<file path="src/rtl/fast_square_pkg.sv">
// ============================================================================
// fast_square_pkg : shared types and helpers for the comb-and-decimate stage
// Revision        : 1.0
// ============================================================================
`default_nettype none

package fast_square_pkg;

  typedef enum logic [1:0] {
    HEADER = 2'd0,
    BLANK  = 2'd1,
    STREAM = 2'd2
  } state_t;

  typedef enum logic [1:0] {
    SAT_NONE = 2'd0,
    SAT_HIGH = 2'd1,
    SAT_LOW  = 2'd2
  } sat_t;

  // Blanking word: only the MSB of a width-bit sample is set.
  function automatic logic [63:0] blank_word(input int width);
    return 64'd1 << (width - 1);
  endfunction

  // Classifies a wide signed value against the signed range of 'width' bits.
  function automatic sat_t saturate(input logic signed [63:0] value, input int width);
    logic signed [63:0] hi;
    hi = (64'sd1 <<< (width - 1)) - 64'sd1;
    if (value > hi) return SAT_HIGH;
    if (value < (-hi - 64'sd1)) return SAT_LOW;
    return SAT_NONE;
  endfunction

endpackage

`default_nettype wire

</file>
<file path="src/rtl/fast_square_comb_stage.sv">
// ============================================================================
// fast_square_comb_stage : one registered comb section y[n] = x[n] - x[n-D]
// Revision               : 1.0
// ============================================================================
`default_nettype none

module fast_square_comb_stage #(
  parameter int WIDTH_IN = 16,
  parameter int DELAY    = 1
) (
  input  logic                       clock,
  input  logic                       clear,
  input  logic                       bypass,
  input  logic signed [WIDTH_IN-1:0] x,
  output logic signed [WIDTH_IN:0]   y
);

  logic signed [WIDTH_IN-1:0] r_dline [DELAY];

  // Delay line keeps running in bypass so a later switch back sees real history.
  always_ff @(posedge clock) begin
    if (clear) begin
      for (int i = 0; i < DELAY; i++) r_dline[i] <= '0;
      y <= '0;
    end else begin
      r_dline[0] <= x;
      for (int i = 1; i < DELAY; i++) r_dline[i] <= r_dline[i-1];
      if (bypass) y <= (WIDTH_IN+1)'(x);
      else        y <= (WIDTH_IN+1)'(x) - (WIDTH_IN+1)'(r_dline[DELAY-1]);
    end
  end

endmodule

`default_nettype wire

</file>
<file path="src/rtl/fast_square_comb_decim.sv">
// ============================================================================
// fast_square_comb_decim : I/Q comb cascade, decimating strobe and
//                          header/blank/stream framing with restart counting
// Revision               : 1.0
// ============================================================================
`default_nettype none

module fast_square_comb_decim
  import fast_square_pkg::*;
#(
  parameter int WIDTH        = 16,
  parameter int COMB_STAGES  = 2,
  parameter int COMB_DELAY   = 1,
  parameter int DECIM        = 33,
  parameter int BLANK_FRAMES = 101,
  parameter int MOD_COUNT    = 5,
  parameter int MODW         = $clog2(MOD_COUNT)
) (
  input  logic                    clock,
  input  logic                    reset,
  input  logic                    ext_reset,
  input  logic                    comb_bypass,
  input  logic signed [WIDTH-1:0] i_in,
  input  logic signed [WIDTH-1:0] q_in,
  output logic                    data_out_strobe,
  output logic                    header,
  output logic                    blanking,
  output logic signed [WIDTH-1:0] i_out,
  output logic signed [WIDTH-1:0] q_out,
  output logic [MODW-1:0]         mod_counter
);

  localparam int CNTW = $clog2(DECIM);
  localparam int BW   = $clog2(BLANK_FRAMES + 1);
  localparam int OUTW = WIDTH + COMB_STAGES;
  localparam int NRW  = 2 * WIDTH;
  localparam logic [63:0]      BLANK_FULL = blank_word(WIDTH);
  localparam logic [WIDTH-1:0] BLANK_WORD = BLANK_FULL[WIDTH-1:0];
  localparam logic [WIDTH-1:0] SAT_MAX    = {1'b0, {(WIDTH-1){1'b1}}};
  localparam logic [WIDTH-1:0] SAT_MIN    = {1'b1, {(WIDTH-1){1'b0}}};

  logic w_clear;
  assign w_clear = reset | ext_reset;

  // ---------------------------------------------------------------- strobe
  logic [CNTW-1:0] r_div_cnt;
  logic            w_strobe_pt;

  assign w_strobe_pt     = (r_div_cnt == CNTW'(DECIM - 1));
  assign data_out_strobe = w_strobe_pt & ~w_clear;

  always_ff @(posedge clock) begin
    if (w_clear || w_strobe_pt) r_div_cnt <= '0;
    else                        r_div_cnt <= r_div_cnt + CNTW'(1);
  end

  // ---------------------------------------------------------------- combs
  // Taps are carried sign-extended at full output width; each stage only
  // consumes the low bits that its growing width actually needs.
  logic signed [OUTW-1:0] w_i_tap [COMB_STAGES+1];
  logic signed [OUTW-1:0] w_q_tap [COMB_STAGES+1];

  assign w_i_tap[0] = OUTW'(i_in);
  assign w_q_tap[0] = OUTW'(q_in);

  for (genvar k = 0; k < COMB_STAGES; k++) begin : g_comb
    logic signed [WIDTH+k:0] w_i_y;
    logic signed [WIDTH+k:0] w_q_y;

    fast_square_comb_stage #(.WIDTH_IN(WIDTH + k), .DELAY(COMB_DELAY)) u_i_stage (
      .clock  (clock),
      .clear  (w_clear),
      .bypass (comb_bypass),
      .x      (w_i_tap[k][WIDTH+k-1:0]),
      .y      (w_i_y)
    );

    fast_square_comb_stage #(.WIDTH_IN(WIDTH + k), .DELAY(COMB_DELAY)) u_q_stage (
      .clock  (clock),
      .clear  (w_clear),
      .bypass (comb_bypass),
      .x      (w_q_tap[k][WIDTH+k-1:0]),
      .y      (w_q_y)
    );

    assign w_i_tap[k+1] = OUTW'(w_i_y);
    assign w_q_tap[k+1] = OUTW'(w_q_y);
  end

  sat_t             w_i_dir, w_q_dir;
  logic [WIDTH-1:0] w_i_sat, w_q_sat;

  assign w_i_dir = saturate(64'(w_i_tap[COMB_STAGES]), WIDTH);
  assign w_q_dir = saturate(64'(w_q_tap[COMB_STAGES]), WIDTH);

  always_comb begin
    w_i_sat = w_i_tap[COMB_STAGES][WIDTH-1:0];
    w_q_sat = w_q_tap[COMB_STAGES][WIDTH-1:0];
    if (w_i_dir == SAT_HIGH)     w_i_sat = SAT_MAX;
    else if (w_i_dir == SAT_LOW) w_i_sat = SAT_MIN;
    if (w_q_dir == SAT_HIGH)     w_q_sat = SAT_MAX;
    else if (w_q_dir == SAT_LOW) w_q_sat = SAT_MIN;
  end

  // ---------------------------------------------------------------- FSM
  state_t          r_state, w_state_nxt;
  logic [BW-1:0]   r_blank_cnt, w_blank_nxt;
  logic [NRW-1:0]  r_num_resets, w_num_nxt;
  logic [MODW-1:0] r_mod, w_mod_nxt;

  always_ff @(posedge clock) begin
    if (ext_reset) begin
      r_state      <= HEADER;
      r_blank_cnt  <= '0;
      r_num_resets <= '0;
      r_mod        <= '0;
    end else if (reset) begin
      r_state     <= HEADER;
      r_blank_cnt <= '0;
    end else begin
      r_state      <= w_state_nxt;
      r_blank_cnt  <= w_blank_nxt;
      r_num_resets <= w_num_nxt;
      r_mod        <= w_mod_nxt;
    end
  end

  always_comb begin
    w_state_nxt = r_state;
    w_blank_nxt = r_blank_cnt;
    w_num_nxt   = r_num_resets;
    w_mod_nxt   = r_mod;
    if (w_strobe_pt) begin
      case (r_state)
        HEADER: begin
          w_state_nxt = BLANK;
          w_num_nxt   = r_num_resets + NRW'(1);
          w_mod_nxt   = (r_mod == MODW'(MOD_COUNT - 1)) ? '0 : r_mod + MODW'(1);
        end
        BLANK: begin
          if (r_blank_cnt == BW'(BLANK_FRAMES - 1)) begin
            w_state_nxt = STREAM;
            w_blank_nxt = '0;
          end else begin
            w_blank_nxt = r_blank_cnt + BW'(1);
          end
        end
        default: ;
      endcase
    end
  end

  always_comb begin
    header   = 1'b0;
    blanking = 1'b0;
    i_out    = w_i_sat;
    q_out    = w_q_sat;
    case (r_state)
      HEADER: begin
        header = 1'b1;
        i_out  = r_num_resets[WIDTH-1:0];
        q_out  = r_num_resets[NRW-1:WIDTH];
      end
      BLANK: begin
        blanking = 1'b1;
        i_out    = BLANK_WORD;
        q_out    = BLANK_WORD;
      end
      default: ;
    endcase
  end

  assign mod_counter = r_mod;

endmodule

`default_nettype wire

</file>
<file path="config.mk">
export PLATFORM = sky130hd
export DESIGN_NAME = fast_square_comb_decim
export DESIGN_NICKNAME = d
export VERILOG_FILES = /design/src/rtl/fast_square_pkg.sv /design/src/rtl/fast_square_comb_stage.sv /design/src/rtl/fast_square_comb_decim.sv
export SDC_FILE = /design/constraint.sdc
export NUM_CORES = 1
export LEC_CHECK = 0
export CORE_MARGIN = 3
export CORE_UTILIZATION = 53
export CTS_CLUSTER_SIZE = 40
export DETAILED_ROUTE_END_ITERATION = 6
export PLACE_DENSITY = 0.73
export SETUP_SLACK_MARGIN = 0.5
export SLEW_MARGIN = 20
export SYNTH_ARGS = -nofsm -noshare
export SYNTH_HDL_FRONTEND = slang
export SYNTH_HIERARCHICAL = 1
export SYNTH_SLANG_ARGS = --single-unit
</file>
<file path="constraint.sdc">
create_clock -name clock -period 2.9 [get_ports clock]
set_input_delay 0.58 -clock clock [delete_from_list [all_inputs] [get_ports clock]]
set_output_delay 0.58 -clock clock [all_outputs]
set_load 0.005 [all_outputs]
</file>
==> run metrics <==
Area growth syn-to-layout=19.1%; mean cell area of the mapped netlist=8.06 µm²; Final Skew=0.0119 ns; worst setup slack before clock tree synthesis=-0.0960 ns; CTS tree=yes; CTS sink count=186; arrival time of the worst setup path=2.70 ns; beginning of the critical path=i_in[2]; transition at the pin with the smallest max-transition slack=0.701 ns; logic depth of the worst register-to-register path=5; setup TNS=0 ns; Post-Synthesis Cell Area=0.0108 mm²; cell internal pwr=4.58 mW; die width=149 µm; clock root buffer master=clkbuf_16; Hold Crit Start=q_in[0]; Max Freq=420 MHz; number of cells produced by synthesis=1345; height of the die=149 µm; Final min period=2.38 ns; last weighted congestion value of the routability-driven placer=0.902; area enclosed by the die boundary=0.0222 mm²; Total Nets Final=1542; Iter 0 DRT Violations=578; count of boundary I/O pins=74; Register-to-Register Setup Slack=0.55 ns; Std-Cell Core Area=0.0198 mm²; maximum net fanout on the critical path=3; total wire length after detailed routing=24.7 mm; overall fraction of global-route tracks in use=21.7%; crit path capture type=flop; final setup slack of the worst path=0.518 ns; post-route ant nets=0; Synth Warn #=6; sw frac=29.4%; RR Endpoint=r_num_resets[26]$_SDFFE_PP0P_; synthesized netlist net count=1458; Final setup viols=0; number of enable-type register cells in the synthesized netlist=0; count of distinct cell types in the synthesized netlist=77; layout cells sized above 1=12.3%; standard-cell row count=51; share of total power in sequential cells=41.5%; DRC violation count after routing=0; leakage power of the design=5.13 nW; post-synthesis sequential area ratio=34.3%; deepest clock path buffer count=2; power after layout=6.49 mW; effective utilization at floorplan=54.8%; vias after detailed routing=9592; antenna violations before repair=0; run status=finished, final reports clean; number of buffers added by the clock tree synthesis step=17; number of iterations in the first detailed-routing pass=5; H-tree lvl count=4; required time of the critical path=3.22 ns; instance count along the most critical hold path=3; setup repair after global routing missed its margin=true; total count of max-transition violations in the final report=0; maximum number of pins on one net before global-route repair=69; IO buf count=73; Clk pwr share=37.5%; number of synthesized register bits=186; routed wirelength normalized by instance count=14.5 µm; combinational share of power=21.0%; fraction of registers with async set/reset=0%; max-cap violation count=0; count of antenna diodes in the layout=0; hold endpoint=g_comb[0].u_q_stage/r_dline[0][0]$_SDFF_PP0_; total power density per cell area=502 mW/mm²; net switching power=1.91 mW; startpoint of the most critical register-to-register path=r_state[1]$_SDFFE_PP0P_; CTS clk-pin slew, worst paths=0.07 ns; CP startpoint kind=input pin; Min-Delay Path Class=in2reg; Post-CTS Hold Buffers=0; max_slew headroom=52.9%; via count of the first global-routing pass=8470; start-to-end type of the worst setup path=in2reg; via-per-instance ratio=5.62; peak supply drop=0.000385 V; most common flop cell mapped by yosys=dfxtp_1; Tcrit/Tclk final=82.2%; number of hold-slack violations in the final timing report=0; DPL Wire Length=17.5 mm; clk_lat worst skew=0.44 ns; wire length of the first global-routing pass=40.5 mm; overflow left after global routing=0
==> registers in the layout (all words and copies together), names as in the netlist <==
| name | count |
|---|---|
| r_state | 2 |
| r_div_cnt | 6 |
| g_comb.u_q_stage/r_dline | 33 |
| mod_counter | 3 |
| g_comb.u_q_stage/y | 35 |
| g_comb.u_i_stage/y | 35 |
| r_num_resets | 32 |
| r_blank_cnt | 7 |
| g_comb.u_i_stage/r_dline | 33 |
==> power by group through the flow <==
stage	registers (mW)	logic [mW]	clock network (mW)
2_1_floorplan	2.73	0.966	0
3_3_place_gp	2.75	1.24	0
3_5_place_dp	2.75	1.26	0
4_1_cts	2.69	1.28	2.48
5_1_grt	2.70	1.51	2.60
6_report	2.69	1.37	2.43
==> how the worst max path moves through the flow <==
stage	to	slack [ns]	cells after the start
6_report	g_comb[0].u_i_stage/y[14]$_SDFF_PP0_	0.52	9
5_1_grt	r_num_resets[27]$_SDFFE_PP0P_	0.44	5
4_1_cts	i_out[5]	0.40	6
3_5_place_dp	g_comb[0].u_i_stage/y[10]$_SDFF_PP0_	-0.1	12
3_3_place_gp	g_comb[0].u_i_stage/y[16]$_SDFF_PP0_	-0.04	11
2_1_floorplan	r_num_resets[27]$_SDFFE_PP0P_	0.53	5
==> worst max-delay path, stage by stage <==
cell and delay, ns:
clkdlybuf4s50_1 0.45, ha_1 0.34, nor2b_2 0.17, o21bai_1 0.21
a31oi_1 0.16, buf_4 0.16, a41oi_1 0.32, mux2i_1 0.21
o21ai_0 0.09
==> synthesized netlist by cell type, drive strengths merged (23+ instances only) <==
cell | number | area (µm²)
nand2 | 143 | 542
nor2 | 139 | 522
o21ai | 74 | 378
nor3 | 34 | 170
nor2b | 81 | 509
ha | 73 | 913
xnor2 | 23 | 201
clkbuf | 41 | 154
nand3 | 29 | 145
buf | 25 | 188
inv | 93 | 349
dfxtp | 186 | 3720
nand4 | 23 | 144
a21oi | 94 | 500
==> cells by family (layout without fill, tap and decap cells) <==
group	Yosys count	count (layout)	share of synthesized area [%]
flops	186	186	34.3
fa+ha+maj	77	77	9.16
simple gates	540	541	25.1
buf+inv	159	255	6.37
xor+xnor	42	42	3.39
compound gates	324	324	20.0
mux	17	17	1.65
==> cells in the final DEF, fill, tap and decap left out, types with 33 or more instances in the layout <==
master	count
inv_1	89
nor2_1	137
nor2b_1	76
nand2_1	139
a21oi_1	83
o21ai_0	55
ha_1	68
dfxtp_1	183
nor3_1	33
clkdlybuf4s50_1	36
buf_4	51
==> layer usage <==
metal / share of wire (%) / vias to the layer above / global-route usage [%] / wire length (µm)
met5: 0 / - / 0 / 0
met4: 1.6 / 0 / 4.67 / 393
met3: 5.0 / 29 / 4.44 / 1240
met2: 45 / 263 / 34.0 / 11200
met1: 48 / 4419 / 31.2 / 11900
li1: - / 4881 / - / -
==> metrics by stage <==
step | util, % | area (µm²) | hold WS, ns | std cells
after detailed placement | 59.9 | 11900 | 0.465 | 1653
after global routing | 65.3 | 12900 | 0.437 | 1707
after floorplan | - | 10800 | 0.430 | 1345
after global placement | 59.9 | 11900 | 0.448 | 1653
final | 65.3 | 12900 | 0.434 | 1707
after CTS | 63.9 | 12600 | 0.476 | 1693
==> repair_timing <==
item	CTS	global route
gates resized for setup	69	43
endpoints found under the setup margin	49	38
cloned	2	1
pin swaps	10	15
buffers inserted	6	13
==> area by class of cell <==
cell class | instances | area (µm²)
clock inverters | 15 | 196
flip-flops and latches | 186 | 3730
well taps | 265 | 332
fillers | 1687 | 6860
clock buffers | 17 | 425
multi-input cells | 1001 | 6670
repair buffers | 130 | 1210
inverters | 93 | 352
(Power assumes the default switching activity.)
